`config.mk`:
```
export PLATFORM = sky130hd
export DESIGN_NAME = gd_audio_mixer
export DESIGN_NICKNAME = d
export VERILOG_FILES = /design/src/rtl/gd_audio_mixer.sv
export SDC_FILE = /design/constraint.sdc
export NUM_CORES = 1
export LEC_CHECK = 0
export CAP_MARGIN = 5
export CORE_ASPECT_RATIO = 1.5
export CORE_MARGIN = 5
export CORE_UTILIZATION = 31
export CTS_BUF_LIST = sky130_fd_sc_hd__clkbuf_4
export DETAILED_ROUTE_END_ITERATION = 10
export HOLD_SLACK_MARGIN = 0.12
export PLACE_DENSITY = 0.47
export SYNTH_ARGS = -nofsm -noshare
export SYNTH_HDL_FRONTEND = slang
export SYNTH_SLANG_ARGS = --single-unit
```
`constraint.sdc`:
```
create_clock -name vga_clk -period 13.16 [get_ports vga_clk]
set_input_delay 2.632 -clock vga_clk [delete_from_list [all_inputs] [get_ports vga_clk]]
set_output_delay 2.632 -clock vga_clk [all_outputs]
set_load 0.02 [all_outputs]
```
`src/rtl/gd_audio_mixer.sv`:
```
// NCH-source stereo mixer: per-channel Q1.7 gains, time-multiplexed multiply-accumulate,
// per-frame decimation with saturation, and first-order sigma-delta DAC outputs.
module gd_audio_mixer #(
    parameter int         NCH        = 2,
    parameter int         IN_W       = 18,
    parameter int         OUT_W      = 13,
    parameter int         DECIM_LOG2 = 6,
    parameter int         OUT_SHIFT  = 5,
    parameter logic [9:0] BASE_ADDR  = 10'h150
) (
    input  logic                vga_clk,
    input  logic                reset,
    input  logic                mem_wr,
    input  logic [14:0]         mem_w_addr,
    input  logic [7:0]          mem_data_wr,
    input  logic                mem_rd,
    input  logic [14:0]         mem_r_addr,
    output logic [7:0]          mem_data_rd,
    input  logic [NCH*IN_W-1:0] src_data,
    input  logic [15:0]         sample_l,
    input  logic [15:0]         sample_r,
    output logic [17:0]         soundcounter,
    output logic                frame_strobe,
    output logic                AUDIOL,
    output logic                AUDIOR
);
    localparam int ACC_W  = IN_W + 2 + $clog2(NCH + 1);
    localparam int PROD_W = IN_W + 9;
    localparam logic signed [ACC_W-1:0] SAT_MAX = ACC_W'((2 ** (OUT_W - 1)) - 1);
    localparam logic signed [ACC_W-1:0] SAT_MIN = ACC_W'(-(2 ** (OUT_W - 1)));
    localparam logic [OUT_W-1:0]        DAC_MID = {1'b1, {(OUT_W - 1){1'b0}}};

    logic [7:0]               r_gainL [NCH];
    logic [7:0]               r_gainR [NCH];
    logic [1:0]               r_ctrl;
    logic                     r_clipL;
    logic                     r_clipR;
    logic signed [ACC_W-1:0]  r_accL;
    logic signed [ACC_W-1:0]  r_accR;
    logic signed [OUT_W-1:0]  r_lvalue;
    logic signed [OUT_W-1:0]  r_rvalue;
    logic [OUT_W:0]           r_dacL;
    logic [OUT_W:0]           r_dacR;

    logic [DECIM_LOG2-1:0]    w_ph;
    logic                     w_slot;
    logic                     w_frameEnd;
    logic signed [IN_W-1:0]   w_src;
    logic signed [8:0]        w_gainL;
    logic signed [8:0]        w_gainR;
    logic signed [PROD_W-1:0] w_prodL;
    logic signed [PROD_W-1:0] w_prodR;
    logic signed [ACC_W-1:0]  w_addL;
    logic signed [ACC_W-1:0]  w_addR;
    logic signed [ACC_W-1:0]  w_shL;
    logic signed [ACC_W-1:0]  w_shR;
    logic [OUT_W:0]           w_satL;
    logic [OUT_W:0]           w_satR;
    logic                     w_wrHit;
    logic                     w_rdHit;
    logic                     w_clrStatus;
    logic [4:0]               w_wOff;
    logic [4:0]               w_rOff;
    logic [7:0]               w_rdData;
    logic [OUT_W-1:0]         w_uL;
    logic [OUT_W-1:0]         w_uR;

    // Returns {clip, clamped value}.
    function automatic logic [OUT_W:0] fnSat(input logic signed [ACC_W-1:0] v);
        if (v > SAT_MAX) return {1'b1, SAT_MAX[OUT_W-1:0]};
        else if (v < SAT_MIN) return {1'b1, SAT_MIN[OUT_W-1:0]};
        else return {1'b0, v[OUT_W-1:0]};
    endfunction

    assign w_ph         = soundcounter[DECIM_LOG2-1:0];
    assign w_frameEnd   = &w_ph;
    assign frame_strobe = w_frameEnd;

    always_comb begin
        w_slot  = 1'b0;
        w_src   = '0;
        w_gainL = '0;
        w_gainR = '0;
        for (int c = 0; c < NCH; c++) begin
            if (w_ph == DECIM_LOG2'(c)) begin
                w_slot  = 1'b1;
                w_src   = src_data[c*IN_W +: IN_W];
                w_gainL = {1'b0, r_gainL[c]};
                w_gainR = {1'b0, r_gainR[c]};
            end
        end
    end

    assign w_prodL = PROD_W'(w_src) * PROD_W'(w_gainL);
    assign w_prodR = PROD_W'(w_src) * PROD_W'(w_gainR);
    assign w_addL  = ACC_W'(w_prodL >>> 7);
    assign w_addR  = ACC_W'(w_prodR >>> 7);
    assign w_shL   = r_accL >>> OUT_SHIFT;
    assign w_shR   = r_accR >>> OUT_SHIFT;
    assign w_satL  = fnSat(w_shL);
    assign w_satR  = fnSat(w_shR);

    always_ff @(posedge vga_clk or posedge reset) begin
        if (reset) begin
            soundcounter <= '0;
            r_accL       <= '0;
            r_accR       <= '0;
            r_lvalue     <= '0;
            r_rvalue     <= '0;
        end else begin
            soundcounter <= soundcounter + 18'd1;
            if (w_frameEnd) begin
                r_lvalue <= w_satL[OUT_W-1:0];
                r_rvalue <= w_satR[OUT_W-1:0];
                r_accL   <= r_ctrl[1] ? ACC_W'($signed(sample_l)) : '0;
                r_accR   <= r_ctrl[1] ? ACC_W'($signed(sample_r)) : '0;
            end else if (w_slot) begin
                r_accL <= r_accL + w_addL;
                r_accR <= r_accR + w_addR;
            end
        end
    end

    assign w_wrHit     = mem_wr && (mem_w_addr[14:5] == BASE_ADDR);
    assign w_rdHit     = mem_rd && (mem_r_addr[14:5] == BASE_ADDR);
    assign w_wOff      = mem_w_addr[4:0];
    assign w_rOff      = mem_r_addr[4:0];
    assign w_clrStatus = w_wrHit && (w_wOff == 5'h1E);

    always_comb begin
        w_rdData = 8'h00;
        if (w_rdHit) begin
            for (int c = 0; c < NCH; c++) begin
                if (w_rOff == 5'(2 * c))     w_rdData = r_gainL[c];
                if (w_rOff == 5'(2 * c + 1)) w_rdData = r_gainR[c];
            end
            if (w_rOff == 5'h1E) w_rdData = {6'd0, r_clipR, r_clipL};
            if (w_rOff == 5'h1F) w_rdData = {6'd0, r_ctrl};
        end
    end

    // A clip on the same edge as a clearing write leaves the flag set.
    always_ff @(posedge vga_clk or posedge reset) begin
        if (reset) begin
            for (int c = 0; c < NCH; c++) begin
                r_gainL[c] <= 8'h80;
                r_gainR[c] <= 8'h80;
            end
            r_ctrl      <= 2'b10;
            r_clipL     <= 1'b0;
            r_clipR     <= 1'b0;
            mem_data_rd <= 8'h00;
        end else begin
            for (int c = 0; c < NCH; c++) begin
                if (w_wrHit && (w_wOff == 5'(2 * c)))     r_gainL[c] <= mem_data_wr;
                if (w_wrHit && (w_wOff == 5'(2 * c + 1))) r_gainR[c] <= mem_data_wr;
            end
            if (w_wrHit && (w_wOff == 5'h1F)) r_ctrl <= mem_data_wr[1:0];
            r_clipL     <= (r_clipL && !w_clrStatus) || (w_frameEnd && w_satL[OUT_W]);
            r_clipR     <= (r_clipR && !w_clrStatus) || (w_frameEnd && w_satR[OUT_W]);
            mem_data_rd <= w_rdData;
        end
    end

    assign w_uL = r_ctrl[0] ? DAC_MID : (r_lvalue ^ DAC_MID);
    assign w_uR = r_ctrl[0] ? DAC_MID : (r_rvalue ^ DAC_MID);

    always_ff @(posedge vga_clk or posedge reset) begin
        if (reset) begin
            r_dacL <= '0;
            r_dacR <= '0;
        end else begin
            r_dacL <= {1'b0, r_dacL[OUT_W-1:0]} + {1'b0, w_uL};
            r_dacR <= {1'b0, r_dacR[OUT_W-1:0]} + {1'b0, w_uR};
        end
    end

    assign AUDIOL = r_dacL[OUT_W];
    assign AUDIOR = r_dacR[OUT_W];
endmodule

```
==> flow_metrics.py <==
metrics = {
    "yosys": {
        "syn_area_per_cell_um2": 8.83,
        "syn_area_um2": 19300,
        "synthTopCellsByArea": "fa_1 24%, dfrtp_1 20%, ha_1 11%",
        "synth_most_common_cell": "inv_1",
        "async_reset_ff_frac": 1.00,
        "synthSimpleGateAreaFrac": 0.147,
        "synth.top_cell.area_share": 0.238,
        "yosysUniqueCellTypes": 74,
        "synth_xor_area_frac": 0.0517,
        "ys_seq_area_frac": 0.207,
        "synth_top_cell_by_area": "fa_1",
        "ys_warn_count": 0,
        "synth_fa_ha_area_frac": 0.351,
        "synth_mux_area_frac": 0.0229,
        "synth_ff_type": "dfrtp_1",
        "synth_seq_cells": 160,
        "synth_compound_area_frac": 0.139,
        "syn_nets": 2705,
        "synth-edff-count": 0,
        "postSynthCellCount": 2190,
        "synth_common_cells": "332 x inv_1, 258 x nor2_1, 230 x fa_1",
        "synth_top_family_by_area": "adder cells",
    },
    "worst_setup_path": {
        "slowest_delay_ns": 1.21,
        "r2r_end": "r_accR[20]",
        "required_ns": 13.65,
        "reg2reg_depth": 32,
        "r2r_slack_ns": 3.35,
        "rr_startpoint": "soundcounter[1]",
        "crit_end": "r_accR[20]",
        "crit_path_frequent_cell": "fa_1",
        "crit_path_end_kind": "register",
        "critical_path_arrival_ns": 10.78,
        "critPathKind": "in2reg",
        "cp-start-kind": "primary input",
        "critPathSlowestCell": "a22oi_1",
        "critPathLaunch": "src_data[28]",
        "cp_max_fo": 10,
    },
    "sta": {
        "fin_skew_ns": 0.0341,
        "hold_ws_ns": 0.487,
        "finalCritPeriodShare": 0.782,
        "finalSetupViolCount": 0,
        "maxSlewHeadroom": -0.0364,
        "fin_setup_tns_ns": 0,
        "max_freq_mhz": 97.2,
        "worst_slew_pin_slew_ns": 1.55,
        "report.final.slew_viol_count": 10,
        "post-route-min-period_ns": 10.29,
        "rsz0062_at_grt": "false",
        "hold_viol_final": 0,
    },
    "clocking": {
        "clk_latency_ns": 0.62,
        "ctsHoldBuffers": 0,
        "cts.sinks": 160,
        "clockBufferDepth": 2,
        "post-cts-setup-buffers": 0,
        "cts_buffers": 17,
        "root_buffer": "clkbuf_4",
        "cts_tree": "built",
        "htreeDepth": 4,
        "cts_resized": 0,
        "path_clk_slew_ns": 0.17,
    },
    "detailed_routing": {
        "wl_per_cell_um": 17.6,
        "ant_nets": 0,
        "wl_um": 54900,
        "drtIter0Drc": 572,
        "drc": 0,
        "vias": 15178,
        "drt_first_pass_iters": 5,
        "viasPerCell": 4.87,
    },
    "pwr": {
        "pwr-share-comb": 0.059,
        "p_sw_frac": 0.258,
        "pwr-share-seq": 0.552,
        "intPower_mw": 0.661,
        "power_per_cell_area_nw_per_um2": 40.4,
        "p_leak_nw": 11.0,
        "irDropWorstVdd_uv": 70.3,
        "clkPwrFrac": 0.388,
        "switchingPower_mw": 0.230,
    },
    "grt": {
        "grt_overflow": 0,
        "grt_pass1_vias": 16321,
        "antenna_found_initial": 2,
        "grt_pass1_wl_um": 89100,
        "grt_usage": 0.165,
        "grt_max_degree": 79,
    },
    "floorplan": {
        "start_util": 0.311,
        "die_w_um": 214,
        "rows": 112,
        "die_h_um": 316,
        "die_area_um2": 67600,
        "core_um2": 62100,
        "ios": 139,
    },
    "final_layout": {
        "finalNetCount": 2822,
        "drive_gt1_frac": 0.0608,
        "area_growth_pct": 14.1,
        "utilization": 0.355,
    },
    "placed_design": {
        "routabilityCongestion": 0.880,
        "dp_hpwl_um": 46300,
        "port_buffers": 138,
    },
    "hold_path": {
        "holdCritPathClass": "reg2reg",
    },
    "run": {
        "cap_viol_max_count": 0,
    },
    "outcome": {
        "violations": "slew limit",
        "status": "finished with violations",
    },
}
-- power groups by stage --
| stage | logic (mW) | registers, mW | clock network, mW |
|---|---|---|---|
| after floorplan | 0.0103 | 0.501 | 0 |
| after global placement | 0.0535 | 0.501 | 0 |
| after detailed placement | 0.0540 | 0.501 | 0 |
| after CTS | 0.0542 | 0.492 | 0.361 |
| after global routing | 0.0580 | 0.492 | 0.378 |
| final | 0.0528 | 0.492 | 0.346 |
-- worst max-delay path: cells and delay by family --
family	cells	cell delay, ns
AO/OA/AOI/OAI	10	3.47
adder cells (fa/ha/maj)	6	2.76
AND/OR/NAND/NOR	7	1.04
buffers and inverters	3	0.52
XOR/XNOR	2	0.33
-- cells by family after synthesis --
family	count (synthesis)
DFF	160
and+or+nand+nor	649
AOI/OAI and AO/OA	418
adders and majority gates	405
buffers and inverters	408
muxes	40
xor gates and xnor gates	110
-- through the flow --
stage / power [mW] / cells / cell area (um^2) / setup slack (ns)
2_1_floorplan: 0.512 / 2190 / 19300 / 4.20
3_3_place_gp: 0.555 / 3086 / 21700 / 2.49
3_5_place_dp: 0.555 / 3086 / 21700 / 2.34
4_1_cts: 0.908 / 3118 / 22000 / 3.03
5_1_grt: 0.929 / 3119 / 22000 / 2.52
6_report: 0.891 / 3119 / 22000 / 2.87
-- worst min path at each step --
stage                                start                to  cells past startpoint
after global routing           r_lvalue[4]       r_lvalue[4]                      2
after detailed placement           r_clipR           r_clipR                      2
after global placement         r_lvalue[4]       r_lvalue[4]                      2
after floorplan                    r_clipL           r_clipL                      2
final                     soundcounter[17]  soundcounter[17]                      1
after CTS                 soundcounter[17]  soundcounter[17]                      1
-- state kept, by name (all words and copies together) (netlist names) --
name / count
r_dacL: 14
r_accL: 22
r_gainL: 16
r_gainR: 16
r_clipL: 1
r_ctrl: 2
r_dacR: 14
mem_data_rd: 8
r_rvalue: 13
r_accR: 22
soundcounter: 18
r_clipR: 1
r_lvalue: 13
-- routing by layer --
layer / GRT usage / vias up / part of all wire
met1: 0.192 / 7517 / 0.41
met3: 0.0161 / 67 / 0.024
met4: 0.0636 / 0 / 0.038
met5: 0 / - / 0
met2: 0.311 / 247 / 0.53
li1: - / 7347 / -
-- cell usage in the layout, fill, tap and decap left out, drive strengths merged, types with 28 or more instances in the layout --
cell and instances:
xnor2 74, buf 36, a22o 30, fa 230
nor2b 33, mux2 34, clkdlybuf4s50 138, dfrtp 155
xor2 35, inv 337, nand3 38, a21o 28
nor2 258, ha 175, nand2 225, a21oi 136
a22oi 38, o21ai 114
-- cell type report --
class                      count  area (um^2)
inverter                     332         1250
sequential                   160         4010
clock buffer                  17          128
clock inverter                15          203
timing repair buffer         174         1650
multi-input combinational   1622        13800
antenna                        1         2.50
fill                        6399        40000
tap                          798          998
Power figures use the tool's default switching activity.
